File: src/rtl/cpu_pkg.sv
// ----------------------------------------------------------------------------
// cpu_pkg
// Shared definitions for the 16-bit, 8-register CPU controller:
//   - opcode_e : instruction opcodes (IR[3:0])
//   - state_e  : sequencing states of cpu_control
//   - IR_*     : instruction-register field positions
//   - ctrl_t   : decoded control bundle produced by cpu_decoder
//   - sext8 / sext11 : immediate sign-extension helpers
// ----------------------------------------------------------------------------
package cpu_pkg;

    typedef enum logic [3:0] {
        OP_MV   = 4'd0,
        OP_ADD  = 4'd1,
        OP_SUB  = 4'd2,
        OP_CMP  = 4'd3,
        OP_LD   = 4'd4,
        OP_ST   = 4'd5,
        OP_MVHI = 4'd6,
        OP_J    = 4'd8,
        OP_JZ   = 4'd9,
        OP_JN   = 4'd10,
        OP_CALL = 4'd12
    } opcode_e;

    typedef enum logic [2:0] {
        ST_BOOT  = 3'd0,
        ST_FETCH = 3'd1,
        ST_EXEC  = 3'd2,
        ST_MEM   = 3'd3,
        ST_HALT  = 3'd4
    } state_e;

    localparam int unsigned IR_OP_LSB    = 32'd0;
    localparam int unsigned IR_OP_MSB    = 32'd3;
    localparam int unsigned IR_I_BIT     = 32'd4;
    localparam int unsigned IR_X_LSB     = 32'd5;
    localparam int unsigned IR_X_MSB     = 32'd7;
    localparam int unsigned IR_Y_LSB     = 32'd8;
    localparam int unsigned IR_Y_MSB     = 32'd10;
    localparam int unsigned IR_IMM8_LSB  = 32'd8;
    localparam int unsigned IR_IMM11_LSB = 32'd5;

    // Everything the EXEC cycle may drive, plus the ld/st markers that the
    // sequencer uses to decide whether a MEM cycle follows.
    typedef struct packed {
        logic write_y;
        logic write_imm;
        logic write_alu;
        logic write_high;
        logic write_pc;
        logic alu_sel;
        logic op_sel;
        logic set_nz;
        logic incr_pc;
        logic set_pc_rx;
        logic set_pc_imm;
        logic is_ld;
        logic is_st;
    } ctrl_t;

    localparam ctrl_t CTRL_IDLE = '{default: 1'b0};

    function automatic logic [15:0] sext8(input logic [7:0] v);
        return {{8{v[7]}}, v};
    endfunction

    function automatic logic [15:0] sext11(input logic [10:0] v);
        return {{5{v[10]}}, v};
    endfunction

endpackage

File: src/rtl/cpu_decoder.sv
// ----------------------------------------------------------------------------
// cpu_decoder
// Purely combinational instruction decoder. Maps the instruction register and
// the datapath flags to the EXEC-cycle control bundle and an illegal flag.
//   ir      in  16  instruction register
//   i_n     in  1   datapath negative flag
//   i_z     in  1   datapath zero flag
//   ctrl    out     decoded control bundle (all zero for illegal words)
//   illegal out 1   opcode outside the encoding table, or mvhi with I=0
// ----------------------------------------------------------------------------
module cpu_decoder
    import cpu_pkg::*;
(
    input  logic [15:0] ir,
    input  logic        i_n,
    input  logic        i_z,
    output ctrl_t       ctrl,
    output logic        illegal
);

    logic [3:0] op_s;
    logic       imm_s;

    assign op_s  = ir[IR_OP_MSB:IR_OP_LSB];
    assign imm_s = ir[IR_I_BIT];

    // Opcode decode; the I bit selects immediate operand / immediate target.
    always_comb begin
        ctrl    = CTRL_IDLE;
        illegal = 1'b0;
        case (op_s)
            OP_MV: begin
                if (imm_s) begin
                    ctrl.write_imm = 1'b1;
                end else begin
                    ctrl.write_y = 1'b1;
                end
                ctrl.incr_pc = 1'b1;
            end
            OP_ADD: begin
                ctrl.alu_sel   = imm_s;
                ctrl.write_alu = 1'b1;
                ctrl.set_nz    = 1'b1;
                ctrl.incr_pc   = 1'b1;
            end
            OP_SUB: begin
                ctrl.alu_sel   = imm_s;
                ctrl.op_sel    = 1'b1;
                ctrl.write_alu = 1'b1;
                ctrl.set_nz    = 1'b1;
                ctrl.incr_pc   = 1'b1;
            end
            OP_CMP: begin
                // Subtract for flags only; nothing is written back.
                ctrl.alu_sel = imm_s;
                ctrl.op_sel  = 1'b1;
                ctrl.set_nz  = 1'b1;
                ctrl.incr_pc = 1'b1;
            end
            OP_LD: begin
                ctrl.is_ld = 1'b1;
            end
            OP_ST: begin
                ctrl.is_st = 1'b1;
            end
            OP_MVHI: begin
                if (imm_s) begin
                    ctrl.write_high = 1'b1;
                    ctrl.incr_pc    = 1'b1;
                end else begin
                    illegal = 1'b1;
                end
            end
            OP_J: begin
                ctrl.set_pc_imm = imm_s;
                ctrl.set_pc_rx  = ~imm_s;
            end
            OP_JZ: begin
                if (i_z) begin
                    ctrl.set_pc_imm = imm_s;
                    ctrl.set_pc_rx  = ~imm_s;
                end else begin
                    ctrl.incr_pc = 1'b1;
                end
            end
            OP_JN: begin
                if (i_n) begin
                    ctrl.set_pc_imm = imm_s;
                    ctrl.set_pc_rx  = ~imm_s;
                end else begin
                    ctrl.incr_pc = 1'b1;
                end
            end
            OP_CALL: begin
                // Link register r7 is written in the same cycle the PC moves.
                ctrl.write_pc   = 1'b1;
                ctrl.set_pc_imm = imm_s;
                ctrl.set_pc_rx  = ~imm_s;
            end
            default: begin
                illegal = 1'b1;
            end
        endcase
    end

endmodule

File: src/rtl/cpu_control.sv
// ----------------------------------------------------------------------------
// cpu_control
// Fetch/decode/sequencing controller for the 16-bit, 8-register CPU. Fetches
// instruction words over a ready-handshaked memory port, holds them in the IR
// and drives every datapath control strobe. All outputs are combinational
// from state, IR, flags and i_mem_ready.
//   i_clk, i_reset_n         clock, asynchronous active-low reset
//   i_mem_rdata/i_mem_ready  instruction word / memory completion
//   i_n, i_z                 datapath flags
//   o_mem_rd, o_mem_wr       memory request strobes
//   o_x, o_y                 register selects IR[7:5], IR[10:8]
//   o_imm8, o_nse_imm8       IR[15:8] sign-extended / raw
//   o_imm11                  IR[15:5] sign-extended
//   o_write_*                register-file write strobes
//   o_alu_sel, o_op_sel, o_set_nz, o_mem_sel  datapath muxes
//   o_incr_pc, o_set_pc_rx, o_set_pc_imm       PC updates
//   o_halted                 illegal instruction trapped
// ----------------------------------------------------------------------------
module cpu_control
    import cpu_pkg::*;
(
    input  logic        i_clk,
    input  logic        i_reset_n,
    input  logic [15:0] i_mem_rdata,
    input  logic        i_mem_ready,
    input  logic        i_n,
    input  logic        i_z,
    output logic        o_mem_rd,
    output logic        o_mem_wr,
    output logic [2:0]  o_x,
    output logic [2:0]  o_y,
    output logic [15:0] o_imm8,
    output logic [7:0]  o_nse_imm8,
    output logic [15:0] o_imm11,
    output logic        o_write_y,
    output logic        o_write_imm,
    output logic        o_write_alu,
    output logic        o_write_mem,
    output logic        o_write_high,
    output logic        o_write_pc,
    output logic        o_alu_sel,
    output logic        o_op_sel,
    output logic        o_set_nz,
    output logic        o_mem_sel,
    output logic        o_incr_pc,
    output logic        o_set_pc_rx,
    output logic        o_set_pc_imm,
    output logic        o_halted
);

    state_e      state_q, state_d;
    logic [15:0] ir_q, ir_d;
    ctrl_t       dec_ctrl_s;
    logic        dec_illegal_s;

    cpu_decoder u_decoder (
        .ir      (ir_q),
        .i_n     (i_n),
        .i_z     (i_z),
        .ctrl    (dec_ctrl_s),
        .illegal (dec_illegal_s)
    );

    // IR field extraction is independent of state.
    assign o_x        = ir_q[IR_X_MSB:IR_X_LSB];
    assign o_y        = ir_q[IR_Y_MSB:IR_Y_LSB];
    assign o_nse_imm8 = ir_q[15:IR_IMM8_LSB];
    assign o_imm8     = sext8(ir_q[15:IR_IMM8_LSB]);
    assign o_imm11    = sext11(ir_q[15:IR_IMM11_LSB]);

    // State and instruction register.
    always_ff @(posedge i_clk or negedge i_reset_n) begin
        if (!i_reset_n) begin
            state_q <= ST_BOOT;
            ir_q    <= 16'h0000;
        end else begin
            state_q <= state_d;
            ir_q    <= ir_d;
        end
    end

    // Next-state logic and state-gated strobes.
    always_comb begin
        state_d      = state_q;
        ir_d         = ir_q;
        o_mem_rd     = 1'b0;
        o_mem_wr     = 1'b0;
        o_mem_sel    = 1'b1;
        o_write_y    = 1'b0;
        o_write_imm  = 1'b0;
        o_write_alu  = 1'b0;
        o_write_mem  = 1'b0;
        o_write_high = 1'b0;
        o_write_pc   = 1'b0;
        o_alu_sel    = 1'b0;
        o_op_sel     = 1'b0;
        o_set_nz     = 1'b0;
        o_incr_pc    = 1'b0;
        o_set_pc_rx  = 1'b0;
        o_set_pc_imm = 1'b0;
        o_halted     = 1'b0;
        case (state_q)
            ST_BOOT: begin
                state_d = ST_FETCH;
            end
            ST_FETCH: begin
                o_mem_rd = 1'b1;
                if (i_mem_ready) begin
                    ir_d    = i_mem_rdata;
                    state_d = ST_EXEC;
                end else begin
                    state_d = ST_FETCH;
                end
            end
            ST_EXEC: begin
                if (dec_illegal_s) begin
                    state_d = ST_HALT;
                end else begin
                    o_write_y    = dec_ctrl_s.write_y;
                    o_write_imm  = dec_ctrl_s.write_imm;
                    o_write_alu  = dec_ctrl_s.write_alu;
                    o_write_high = dec_ctrl_s.write_high;
                    o_write_pc   = dec_ctrl_s.write_pc;
                    o_alu_sel    = dec_ctrl_s.alu_sel;
                    o_op_sel     = dec_ctrl_s.op_sel;
                    o_set_nz     = dec_ctrl_s.set_nz;
                    o_incr_pc    = dec_ctrl_s.incr_pc;
                    o_set_pc_rx  = dec_ctrl_s.set_pc_rx;
                    o_set_pc_imm = dec_ctrl_s.set_pc_imm;
                    if (dec_ctrl_s.is_ld || dec_ctrl_s.is_st) begin
                        state_d = ST_MEM;
                    end else begin
                        state_d = ST_FETCH;
                    end
                end
            end
            ST_MEM: begin
                // Request and address select held stable until ready; the
                // completion strobes appear only in the ready cycle.
                o_mem_sel = 1'b0;
                o_mem_rd  = dec_ctrl_s.is_ld;
                o_mem_wr  = dec_ctrl_s.is_st;
                if (i_mem_ready) begin
                    o_write_mem = dec_ctrl_s.is_ld;
                    o_incr_pc   = 1'b1;
                    state_d     = ST_FETCH;
                end else begin
                    state_d = ST_MEM;
                end
            end
            ST_HALT: begin
                o_halted = 1'b1;
                state_d  = ST_HALT;
            end
            default: begin
                state_d = ST_BOOT;
            end
        endcase
    end

endmodule

File: config.mk
export PLATFORM = sky130hd
export DESIGN_NAME = cpu_control
export DESIGN_NICKNAME = d
export VERILOG_FILES = /design/src/rtl/cpu_pkg.sv /design/src/rtl/cpu_decoder.sv /design/src/rtl/cpu_control.sv
export SDC_FILE = /design/constraint.sdc
export NUM_CORES = 1
export LEC_CHECK = 0
export ABC_AREA = 1
export ABC_CLOCK_PERIOD_IN_PS = 2500
export BUFFER_PORTS_ARGS = -buffer_cell sky130_fd_sc_hd__clkbuf_2
export CAP_MARGIN = 0
export CORE_MARGIN = 4
export CORE_UTILIZATION = 47
export DETAILED_ROUTE_END_ITERATION = 7
export GPL_ROUTABILITY_DRIVEN = 1
export PLACE_DENSITY = 0.86
export SLEW_MARGIN = 20
export SYNTH_ARGS = -nofsm -noshare
export SYNTH_HDL_FRONTEND = slang
export SYNTH_SLANG_ARGS = --single-unit
File: constraint.sdc
create_clock -name i_clk -period 2.5 [get_ports i_clk]
set_input_delay 0.25 -clock i_clk [delete_from_list [all_inputs] [get_ports i_clk]]
set_output_delay 0.25 -clock i_clk [all_outputs]
set_load 0.02 [all_outputs]
* Yosys cells after proc, flatten, opt, wreduce, memory -nomap -nowiden
Cells that the tools add are included.
** Storage, ports and cells
- Register bits :: 19
- Latch bits :: 0
- Bits in writable memories :: 0
- ROM bits :: 0
- Input bits :: 21
- Memories kept :: 0
** Cells by class
- $add $sub $neg :: 0
- Multipliers :: 0
- Div/mod/pow operators :: 0
- Order comparisons :: 0
- Equality and inequality tests :: 14
- Shifts and indexed selects :: 0
- Mux-type cells :: 52
- Bitwise operators :: 1
- Reductions and logical operators :: 10
** Operators by type and width (count)
- two-way mux 1 bit :: 39
- == test 4 bit, second input constant :: 4
- case mux 3 bit (5 select lines) :: 1
- == test 4 x 3 -> 1 bit, second input constant :: 3
- two-way mux 2 bit :: 6
- OR reduction 10 bit :: 1
- == test 4 x 2 -> 1 bit, second input constant :: 2
- == test 3 x 2 -> 1 bit, second input constant :: 2
- case mux 1 bit (2 select lines) :: 3
- case mux 2 bit (3 select lines) :: 1
- OR reduction 2 bit :: 3
- == test 4 x 1 -> 1 bit, second input constant :: 1
- zero test 4 bit :: 1
- case mux 1 bit (4 select lines) :: 1
- OR reduction 4 bit :: 1
- == test 3 x 1 -> 1 bit, second input constant :: 1
- == test 3 bit, second input constant :: 1
- zero test 3 bit :: 1
- two-way mux 3 bit :: 1
- OR reduction 3 bit :: 1
- AND reduction 2 bit :: 1
- logical OR 1 bit :: 1
- inverter 1 bit :: 1

* Depth between registers and ports, before layout
- Word-level depth :: 6
- Mapped depth :: 8

* By module
A second synthesis with hierarchy kept.
** Unflattened totals
- Cell total of the unflattened synthesis :: 231
- Area total of the unflattened synthesis :: 1586.5 µm²
** By module, submodules not included
- cpu_control :: instances 1, cells each 177, area each 1347.5 µm², seq. area each 475.5 µm²
- cpu_decoder :: instances 1, cells each 54, area each 239.0 µm², seq. area each 0.0 µm²

* Worst setup path after synthesis
Ideal clock, no wire load.
- Path kind :: reg-to-output
- From :: register ir_q[3]
- To :: output o_write_alu
- Arrival time :: 1385 ps
- Required time :: 2250 ps
- Setup slack :: 865 ps
- Cell stages (with the launch flop) :: 5
- Path buffers :: 0
- Cells stage by stage :: dfrtp_1 > nor2_1 > o21ai_0 > nor2_1 > o21a_1
** On the way
- Word-level cells in the longest chain between the ends :: 5
- Elaborated cells on any way between the ends :: 17
** RTL lines
- start, declared :: RTL line cpu_control.sv:52 : logic [15:0] ir_q, ir_d;
- start signal, assigned :: RTL line cpu_control.sv:78 : ir_q <= ir_d;
- == test 4 x 3 -> 1 bit, or another cell as far along :: RTL line cpu_decoder.sv:31 : case (op_s)
- OR reduction 10 bit (no source line) or OR reduction 2 bit (tied branches)
- case mux 1 bit (2 select lines) or two-way mux 1 bit (tied branches) :: RTL line cpu_decoder.sv:31
- two-way mux 1 bit * :: RTL line cpu_control.sv:116 : if (dec_illegal_s) begin
- two-way mux 1 bit * :: RTL line cpu_control.sv:102 : case (state_q)
- end, declared :: RTL line cpu_control.sv:37 : output logic o_write_alu,
Mark *: on every way between the ends. The rest lies on a longest branch, timed or not.

* Final worst setup path
- From :: register ir_q[1]
- To :: output o_write_y
** On the way
- Word-level cells in the longest chain between the ends :: 5
- Elaborated cells on any way between the ends :: 16
** RTL lines
- == test 4 x 3 -> 1 bit, or another cell as far along :: RTL line cpu_decoder.sv:31
- OR reduction 10 bit (no source line)
- case mux 1 bit (2 select lines) :: RTL line cpu_decoder.sv:31
- two-way mux 1 bit * :: RTL line cpu_control.sv:116
- two-way mux 1 bit * :: RTL line cpu_control.sv:102
- end, declared :: RTL line cpu_control.sv:35 : output logic o_write_y,
Marked as above.

==> qor.yml <==
global_routing:
  grt_remaining_overflow: 0
  grt_pass1_wl_um: 5071
  grt_usage_pct: 15.32
  antenna_found_initial: 0
  grt_pass1_vias: 1083
  grt_max_degree: 23
final_layout:
  fill_cells: 279
  stdcell_area_sq_mm: 0.001528
  area_growth_pct: 8.921
  multi_input_area_sq_um: 501.7
  layout-drive-gt1-share_pct: 47.37
  num_antenna_cells: 0
  seqCellArea_sq_um: 475.5
  final_nets: 231
power:
  internal_power_mw: 1.064
  p_comb_share_pct: 65.8
  vdd_ir_drop_max_uv: 720.1
  p_clk_share_pct: 6.7
  powerDensity_mw_per_mm2: 1550
  p_seq_share_pct: 27.5
  switchingPower_mw: 1.304
  switching_share_pct: 55.06
  p_total_mw: 2.368
  p_leak_nw: 0.9030
flow_run:
  drv_cap: 0
logic_synthesis:
  synthFlopType: "dfrtp_1"
  post-synth-top-count-cell: "buf_4"
  synth_seq_area_share_pct: 33.90
  ys_top_cells_by_count: "buf_4 (46), nand2_1 (22), dfrtp_1 (19), nor2_1 (19), inv_1 (17)"
  synth_nets: 191
  ys_seq_elements: 19
  netlist_instances: 170
  synth.distinct_cells: 20
  synthArstFlopShare_pct: 100.0
  synth_edf_count: 0
  synth.cell_area_sq_mm: 0.001403
  syn_area_per_cell_sq_um: 8.251
  yosysTopAreaCell: "dfrtp_1"
  synth_top_area_share_pct: 33.90
  yosysWarnings: 0
  synth_area_leaders: "dfrtp_1 (34%), buf_4 (25%), mux2_4 (9.6%)"
clock_network:
  cts_buffers: 3
  clkLatencyLatePin_ps: 300
  clock-sinks: 19
  cts-root-buf: "clkbuf_4"
  ctsResizeCount: 0
  clkTransAtPathRegs_ps: 110
  cts.path.max_buffers: 2
  h-tree-depth: 1
  cts_tree: "yes"
timing:
  setup_viol: 0
  slew_headroom_pct: 62.59
  slew_violations: 0
  timing_hold_violations_final: 0
  setup_tns_ps: 0
  fmax_mhz: 496.0
  period_share_pct: 80.65
  final.min_clock_period_ps: 2016
  fin_skew_ps: 3.559
  rsz0062_at_grt: "false"
  tightest_slew_ps: 559.2
setup_path:
  cp.arrival_ps: 1770
  start_kind: "flop"
  critical_path_class: "flop to output port"
  worstPathRequired_ps: 2250
  r2r_slack_ps: 1000
  crit_fanout: 6
  crit_path_end_kind: "output port"
  rr_endpoint: "ir_q[6]$_DFFE_PN0P_"
  r2r_cells: 4
  r2r_start: "state_q[0]$_DFF_PN0_"
floorplan:
  core.rowCount: 19
  core_area_sq_mm: 0.002805
  start_util_pct: 50.00
  die_area_sq_mm: 0.003923
  die_h_um: 62.63
  num_io_pins: 83
  die_w_um: 62.63
route:
  drc: 0
  via_per_inst: 4.863
  drtIter0Drc: 67
  dr.pass1.iters: 5
  wl_per_cell_um: 12.25
  dr_total_vias: 1167
  ant_nets: 0
  wirelength_um: 2939
place:
  place_congestion: 0.8538
  placed_area_sq_mm: 0.001490
  io_buffers: 82
  place_hpwl_um: 2329
worst_hold_path:
  min_path_type: "input pin to flop"
  holdPathStages: 2
  min_from: "i_mem_rdata[14]"
  min_to: "ir_q[14]$_DFFE_PN0P_"
status:
  status: "finished, final reports clean"
==> final cells by class <==
cell class / instances / share of cell area (%)
flip-flops and latches: 19 / 31.12
clock inverters: 1 / 0.3276
multi-input cells: 86 / 32.84
well taps: 31 / 2.539
inverters: 17 / 4.177
clock buffers: 3 / 1.474
repair buffers: 83 / 27.52
==> cell usage in the layout (no fill, tap or decap), drive strengths merged <==
master | synthesis | routed
o221ai | 1 | 1
dfrtp | 19 | 19
o21a | 1 | 1
inv | 17 | 17
clkinv | 0 | 1
nand3 | 12 | 12
nand4 | 1 | 1
dlygate4sd3 | 0 | 1
o211ai | 1 | 1
a21oi | 6 | 6
clkbuf | 0 | 85
nor3 | 4 | 4
mux2 | 11 | 11
a21boi | 1 | 1
o21ai | 5 | 5
nand2 | 23 | 23
nor2 | 20 | 20
==> what timing repair did <==
action / 4_1_cts / 5_1_grt
hold buffers: 1 / 0
endpoints found under the hold margin: 19 / 0
setup buffers: 0 / 0
==> worst max path at each step <==
stage                  end  slack [ps]  cells past startpoint           startpoint
4_1_cts          o_write_y         510                      8  ir_q[1]$_DFFE_PN0P_
3_5_place_dp     o_write_y         850                      8  ir_q[1]$_DFFE_PN0P_
6_report         o_write_y         480                      8  ir_q[1]$_DFFE_PN0P_
3_3_place_gp     o_write_y         860                      8  ir_q[1]$_DFFE_PN0P_
2_1_floorplan  o_write_alu         870                      4  ir_q[3]$_DFFE_PN0P_
5_1_grt          o_incr_pc         320                      8  ir_q[0]$_DFFE_PN0P_
==> sequential cells by signal, summed over array words and instances, names as in the netlist <==
signal,cells
ir_q,16
state_q,3
==> metrics by stage <==
step                      hold WS (ps)  worst slack [ps]  instances  utilization (%)
after floorplan                 -45.59             865.3        170                -
after global placement           229.6             855.2        235            53.12
after detailed placement         232.6             849.2        235            53.12
after CTS                        163.1             507.6        240            54.46
after global routing             151.3             323.3        240            54.46
final                            176.3             483.9        240            54.46
==> critical path, stage by stage, from the launching register on <==
cell and delay [ps]:
dfrtp_1 450, inv_1 150, nand2_1 90, nor2_1 260, nor2_1 90, nand2_1 80, nand4_1 70, nor2_1 100
clkbuf_2 170
==> layer usage <==
metal / wire [um] / GRT usage, % / part of all wire [%]
met5: 0 / 0 / 0
met1: 1201 / 19.11 / 41
met4: 23 / 5.234 / 0.78
met2: 1448 / 26.10 / 49
met3: 265 / 3.237 / 9.0
==> logic make-up (layout without fill, tap and decap cells) <==
family                 after synthesis  in the layout  share of synthesized area, %
muxes                               11             11                         11.24
and+or+nand+nor                     60             60                         18.38
AOI/OAI and AO/OA                   15             15                         6.156
buffers and inverters               65            104                         30.33
DFF                                 19             19                         33.90
==> power by group through the flow <==
stage          clock, mW  combinational (mW)  sequential [mW]
2_1_floorplan          0                1.62            0.618
3_3_place_gp           0                1.54            0.639
3_5_place_dp           0                1.56            0.655
4_1_cts            0.164                1.57            0.650
5_1_grt            0.176                1.66            0.694
6_report           0.158                1.56            0.651
Power figures use the tool's default switching activity.
